### src/rtl/lsl_seq.sv
// Iterative logical-shift-left unit: shifts a WIDTH-bit operand left by 0..2^SHW-1 bits,
// one bit per clock, with a start/busy/done handshake and an NZCV flag result.
module lsl_seq #(
    parameter int WIDTH = 32,
    parameter int SHW   = 4
) (
    input  logic             clk,
    input  logic             rst,
    input  logic             start,
    input  logic [WIDTH-1:0] in1,
    input  logic [SHW-1:0]   in2,
    input  logic             S,
    output logic [WIDTH-1:0] Result,
    output logic [3:0]       Flag,
    output logic             busy,
    output logic             done
);

    typedef enum logic [1:0] {
        IDLE  = 2'd0,
        SHIFT = 2'd1,
        DONE  = 2'd2
    } state_t;

    state_t           state;
    logic [WIDTH-1:0] working;
    logic [SHW-1:0]   count;
    logic             s_latch;
    logic [WIDTH-1:0] shifted;

    assign shifted = {working[WIDTH-2:0], 1'b0};

    // Outputs are registered on the edge that enters DONE, so Result/Flag/done
    // are all valid together in the single DONE cycle. The carry is taken
    // straight from the bit leaving the working register on that final edge.
    always_ff @(posedge clk or posedge rst) begin
        if (rst) begin
            state   <= IDLE;
            working <= '0;
            count   <= '0;
            s_latch <= 1'b0;
            Result  <= '0;
            Flag    <= 4'b0000;
            busy    <= 1'b0;
            done    <= 1'b0;
        end else begin
            done <= 1'b0;
            case (state)
                IDLE: begin
                    if (start) begin
                        working <= in1;
                        count   <= in2;
                        s_latch <= S;
                        busy    <= 1'b1;
                        if (in2 == '0) begin
                            state  <= DONE;
                            done   <= 1'b1;
                            Result <= in1;
                            if (S)
                                Flag <= {in1[WIDTH-1], (in1 == '0), 1'b0, 1'b0};
                        end else begin
                            state <= SHIFT;
                        end
                    end
                end
                SHIFT: begin
                    working <= shifted;
                    count   <= count - 1'b1;
                    if (count == SHW'(1)) begin
                        state  <= DONE;
                        done   <= 1'b1;
                        Result <= shifted;
                        if (s_latch)
                            Flag <= {shifted[WIDTH-1], (shifted == '0), working[WIDTH-1], 1'b0};
                    end
                end
                DONE: begin
                    state <= IDLE;
                    busy  <= 1'b0;
                end
                default: begin
                    state <= IDLE;
                    busy  <= 1'b0;
                end
            endcase
        end
    end

endmodule

### config.mk
export PLATFORM = sky130hd
export DESIGN_NAME = lsl_seq
export DESIGN_NICKNAME = d
export VERILOG_FILES = /design/src/rtl/lsl_seq.sv
export SDC_FILE = /design/constraint.sdc
export NUM_CORES = 1
export LEC_CHECK = 0
export CAP_MARGIN = 25
export CORE_MARGIN = 1.5
export CORE_UTILIZATION = 52
export CTS_BUF_LIST = sky130_fd_sc_hd__clkbuf_8
export CTS_CLUSTER_DIAMETER = 30
export DETAILED_ROUTE_END_ITERATION = 6
export GPL_TIMING_DRIVEN = 0
export PLACE_DENSITY = 0.9
export SLEW_MARGIN = 20
export SYNTH_ARGS = -nofsm -noshare
export SYNTH_HDL_FRONTEND = slang
export SYNTH_SLANG_ARGS = --single-unit
### constraint.sdc
create_clock -name clk -period 2.85 [get_ports clk]
set_input_delay 0.4275 -clock clk [delete_from_list [all_inputs] [get_ports clk]]
set_output_delay 0.4275 -clock clk [all_outputs]
set_load 0.01 [all_outputs]
==> metrics.yaml, run 1 <==
worst_r2r_endpoint: "Result[2]$_DFFE_PP0P_"
coreArea_sq_um: 6420
synth_warnings: 0
hold_buffers: 0
grt_pass1_vias: 2993
io_buffers: 76
power_uw: 5110
max_freq_mhz: 482
cp.required_ns: 3.08
cts_resized: 0
r2r-start: "count[0]$_DFFE_PP0P_"
fin_crit_ns: 2.08
cts_buffer_depth: 2
fillerInstances: 445
rsz0062_at_grt: "no"
leakage_uw: 0.00196
setup_viol: 0
slew_headroom_pct: 64.2
drive_gt1_share_pct: 12.9
avgRoutedWirePerCell_um: 18.2
antenna_found_initial: 0
synth_top_cell_by_area: "dfrtp_1"
endpoint: "Result[2]$_DFFE_PP0P_"
rows: 29
setup_slack_ns: 0.773
violations: "DRC"
gp_congestion: 0.867
drt_pass1_iterations: 7
synth-seq-cells: 76
htree_levels: 3
viasPerCell: 6.06
yosysUniqueCellTypes: 36
cts.sinks: 76
clkSlewWorstSetupHoldPaths_ns: 0.08
postCtsSetupRepairBufs: 0
worst_pin_slew_ns: 0.537
synthCells: 332
yosysTopAreaCellShare_pct: 54.1
synth_common_cells: "dfrtp_1, nand2_1, o21ai_0"
cts_tree: "done"
cts_buffers: 9
synth_edf_count: 0
drv_slew: 0
ff2ff_path_depth: 6
startpoint: "count[0]$_DFFE_PP0P_"
grt-ovfl-total: 0
ys.flop_type: "dfrtp_1"
cts_root_buf: "clkbuf_8"
fin_worst_skew_ns: 0.00677
drc: 5
synth.yosys.seq_area_share_pct: 54.1
num_antenna_cells: 0
synth_nets: 374
synthToLayoutAreaGrowth_pct: 31.9
die_width_um: 85.2
cap_violations: 0
setup.worst_path.end_class: "flop"
top_level_ports: 78
dieHeight_um: 85.2
ys_async_sr_fraction_pct: 100
dp_slack_ns: 0.461
crit_fanout: 10
synth_area_per_cell_sq_um: 10.6
hp-class: "in -> async"
hold_viol_final: 0
drt_iter0_drc: 287
grt_pass1_wl_um: 14900
rrSetupSlack_ns: 0.77
clk_latency_ns: 0.34
routed_wl_um: 9120
worstSetupPathType: "reg -> reg"
timing.final.crit_share_pct: 72.9
grt_max_degree: 60
drtAntennaViolNets: 0
power_density_nw_per_um2: 1100
synth.most_common_cell: "dfrtp_1"
ys_top_cells_by_area: "dfrtp_1, mux2_2, o21ai_0, mux2i_1, nand2_1"
die-area_sq_um: 7260
start_util_pct: 54.7
crit_arrival_ns: 2.31
netlist_area_sq_um: 3510
peakVddDrop_mv: 0.535
nNetsFinal: 462
critPathLaunchType: "flop"
dp_hpwl_um: 6750
num_vias: 3044
gr-usage-all-layers_pct: 26.7
status: "complete, but fails checks"
metrics by stage:
step	area, sq um	setup TNS, ns	utilization (%)	cells	hold slack [ns]
3_5_place_dp	4400	0	68.5	486	0.471
6_report	4630	0	72.2	502	0.371
3_3_place_gp	4370	-51.22	68.0	485	0.456
5_1_grt	4630	0	72.2	502	0.403
2_1_floorplan	3510	0	-	332	0.438
4_1_cts	4630	0	72.2	502	0.371
final cells by class:
class	count	area, sq um	share of cell area, %
Clock inverter	5	82.6	1.78
Sequential cell	76	1900	41.0
Buffer	25	136	2.94
Multi-Input combinational cell	227	1460	31.5
Inverter	4	17.5	0.378
Clock buffer	11	151	3.27
Timing Repair Buffer	77	788	17.0
Tap cell	77	96.3	2.08
cell usage in the layout (no fill, tap or decap), types with 3 or more instances in the layout:
cell type,instances
buf_6,3
nand3_1,4
buf_4,4
clkbuf_1,14
mux2i_1,21
clkdlybuf4s50_1,76
o21ai_0,47
nand2_1,56
mux2_2,21
a21oi_1,4
inv_1,3
nor4_1,13
dfrtp_1,76
o31ai_1,22
or4_1,4
nor2_1,10
clkbuf_8,11
buf_2,4
kinds of logic (layout without fill, tap and decap cells):
| family | Yosys count | count (layout) | synth area share, % |
|---|---|---|---|
| AND/OR/NAND/NOR | 101 | 101 | 14.2 |
| AO/OA/AOI/OAI | 81 | 81 | 13.9 |
| flip-flops | 76 | 76 | 54.1 |
| multiplexers | 42 | 42 | 12.7 |
| buffers and inverters | 29 | 122 | 4.31 |
| adder cells (fa/ha/maj) | 2 | 2 | 0.712 |
| other | 1 | 1 | 0.107 |
worst max-delay path, cell delays in order, from the launching register on:
cell and delay [ns]:
dfrtp_1 0.42, ha_1 0.21, nor3b_2 0.17, a22oi_2 0.49, clkbuf_1 0.39, o21ai_0 0.18
o31ai_1 0.11
power by group:
part | internal (uW) | switching [uW] | total, uW
sequential | 1580 | 353 | 1930
combinational | 1100 | 1130 | 2230
clock | 544 | 402 | 947
total | 3220 | 1880 | 5110
registers in the layout, indices dropped and copies added (netlist names):
name	count
done	1
s_latch	1
busy	1
Flag	3
state	2
Result	32
working	32
count	4
how the worst min path moves through the flow:
stage,start,to,slack (ns),depth (start not counted)
after floorplan,s_latch$_DFFE_PP0P_,s_latch$_DFFE_PP0P_,0.44,2
final,rst,Result[24]$_DFFE_PP0P_,0.37,2
after global routing,rst,Result[25]$_DFFE_PP0P_,0.40,2
after CTS,rst,Result[24]$_DFFE_PP0P_,0.37,2
after global placement,s_latch$_DFFE_PP0P_,s_latch$_DFFE_PP0P_,0.46,2
after detailed placement,working[31]$_DFFE_PP0P_,working[31]$_DFFE_PP0P_,0.47,2
routing by layer:
layer | vias up | track usage (%) | routed length, um
li1 | 1370 | - | -
met1 | 1489 | 36.2 | 3790
met2 | 167 | 43.9 | 4410
met3 | 18 | 3.31 | 702
met4 | 0 | 11.2 | 206
met5 | - | 0 | 0
Power figures use the tool's default switching activity.
==> run 2, diff against run 1 <==
Clock period 2.85 ns to 2.1 ns, I/O delays scaled along.
==> run 2 against run 1 <==
Net effect: the run still ends with DRC left; clock-buffer cell count did not move; final cell count rose by 1.0%; power rose by 35%; die area did not move; register-to-register slack got worse by 0.70 ns; wire length rose by 7.6%; cell area rose by 0.43%; maximum frequency rose by 2.5%; first-iteration DRC count rose by 8.4%; sequential power rose by 37%; flip-flop and latch count did not move; largest cell class unchanged.
==> metrics.yaml, run 2 (synthesis results as in run 1) <==
finish.utilization_pct: 72.5
clk_latency_ns: 0.35
max_stage_delay_ns: 0.43
start_util_pct: 54.7
stdcell_count: 507
drtAntennaViolNets: 0
slew_headroom_pct: 64.6
avgRoutedWirePerCell_um: 19.3
dieHeight_um: 85.2
fin_worst_skew_ns: 0.0105
worst_pin_slew_ns: 0.531
cts_buffer_depth: 2
grt_max_degree: 34
die_width_um: 85.2
drc: 3
rows: 29
setup_viol: 0
seq_area_sq_um: 1900
gr-usage-all-layers_pct: 27.7
grt_pass1_wl_um: 15400
hold_buffers: 0
die-area_sq_um: 7260
power_density_nw_per_um2: 1480
worstSetupPathType: "reg -> reg"
num_vias: 3154
placedCellCount: 487
multi_input_area_sq_um: 1470
rsz0062_at_grt: "no"
final_cell_mix: "dfrtp_1, clkdlybuf4s50_1, nand2_1"
power_uw: 6890
synthToLayoutAreaGrowth_pct: 32.5
cts.sinks: 76
clkSlewWorstSetupHoldPaths_ns: 0.08
io_buffers: 76
antenna_found_initial: 0
cp_cell_sequence: "ha_1 > nor3b_4 > a22oi_2 > buf_4 > clkbuf_1 > o31ai_1"
hp-class: "in -> async"
max_freq_mhz: 494
cap_violations: 0
num_antenna_cells: 0
crit_fanout: 10
crit_arrival_ns: 2.24
dp_slack_ns: -0.165
fin_crit_ns: 2.03
routed_wl_um: 9800
grt-ovfl-total: 0
top_level_ports: 78
peakVddDrop_mv: 0.864
setup.worst_path.end_class: "flop"
cts_root_buf: "clkbuf_8"
drt_iter0_drc: 311
timing.final.crit_share_pct: 96.4
hold_viol_final: 0
dp_hpwl_um: 6830
cts_buffers: 9
status: "complete, but fails checks"
drv_slew: 0
nNetsFinal: 467
cp_slowest_cell: "dfrtp_1"
drive_gt1_share_pct: 13.3
fillerInstances: 461
leakage_uw: 0.00197
grt_pass1_vias: 3049
violations: "DRC"
drt_pass1_iterations: 7
fin_area_sq_um: 4650
top_regs: "Result: 32 flops, working: 32 flops, count: 4 flops"
cts_tree: "done"
critPathLaunchType: "flop"
gp_congestion: 0.865
viasPerCell: 6.22
setup_slack_ns: 0.0746
place_area_sq_um: 4410
coreArea_sq_um: 6420
htree_levels: 3
cp.required_ns: 2.31
==> run 2: cell types whose count changed in the layout (fill, tap and decap cells not counted), sizes merged <==
cell	change
a22oi	+1
buf	+4
bufinv	-1
clkinv	-2
clkinvlp	+3
==> run 2: path summary, 6_finish.rpt <==
path                                       from                endpoint  slack (ns)  cells after the start
max reg2reg                count[0]$_DFFE_PP0P_  Result[17]$_DFFE_PP0P_        0.07                      6
max in group asynchronous                   rst  Result[11]$_DFFE_PP0P_        1.06                      4
min in group clk               busy$_DFFE_PP0P_        busy$_DFFE_PP0P_        0.51                      2
min                                         rst   Result[4]$_DFFE_PP0P_        0.32                      2
max                        count[0]$_DFFE_PP0P_  Result[17]$_DFFE_PP0P_        0.07                      6
min reg2reg                    busy$_DFFE_PP0P_        busy$_DFFE_PP0P_        0.51                      2
==> run 2: layout make-up <==
| cell class | count | share of cell area [%] |
|---|---|---|
| clock buffers | 11 | 3.25 |
| plain buffers | 25 | 2.93 |
| inverters | 4 | 0.403 |
| well taps | 77 | 2.07 |
| flip-flops and latches | 76 | 40.9 |
| multi-input cells | 228 | 31.7 |
| repair buffers | 81 | 17.7 |
| clock inverters | 5 | 1.13 |
==> run 2: stage by stage <==
step	TNS [ns]	hold WS, ns
after floorplan	0	0.420
after global placement	-1.26	0.456
final	0	0.316
after detailed placement	-1.57	0.485
after CTS	0	0.323
after global routing	0	0.349
==> run 2: what timing repair did <==
item | CTS | global route
buffers inserted | 0 | 3
hold endpoints to repair | 0 | 0
setup endpoints to repair | 0 | 29
resized for setup | 0 | 1
==> run 2: where the power goes <==
part	switching (uW)	internal (uW)
combinational	1590	1520
sequential	498	2150
clock	532	605
total	2620	4270
==> run 2: critical path: cells and delay by family (launching register included) <==
kind / cells / cell delay, ns
buf+inv: 2 / 0.56
compound gates: 2 / 0.51
flops: 1 / 0.43
fa+ha+maj: 1 / 0.22
simple gates: 1 / 0.16
==> run 2: layer usage <==
metal / share of wire (%) / vias up / global-route usage, %
met5: 0 / - / 0
met4: 3.0 / 0 / 12.2
met3: 7.5 / 32 / 6.32
met2: 49 / 173 / 44.1
met1: 40 / 1570 / 36.6
li1: - / 1379 / -
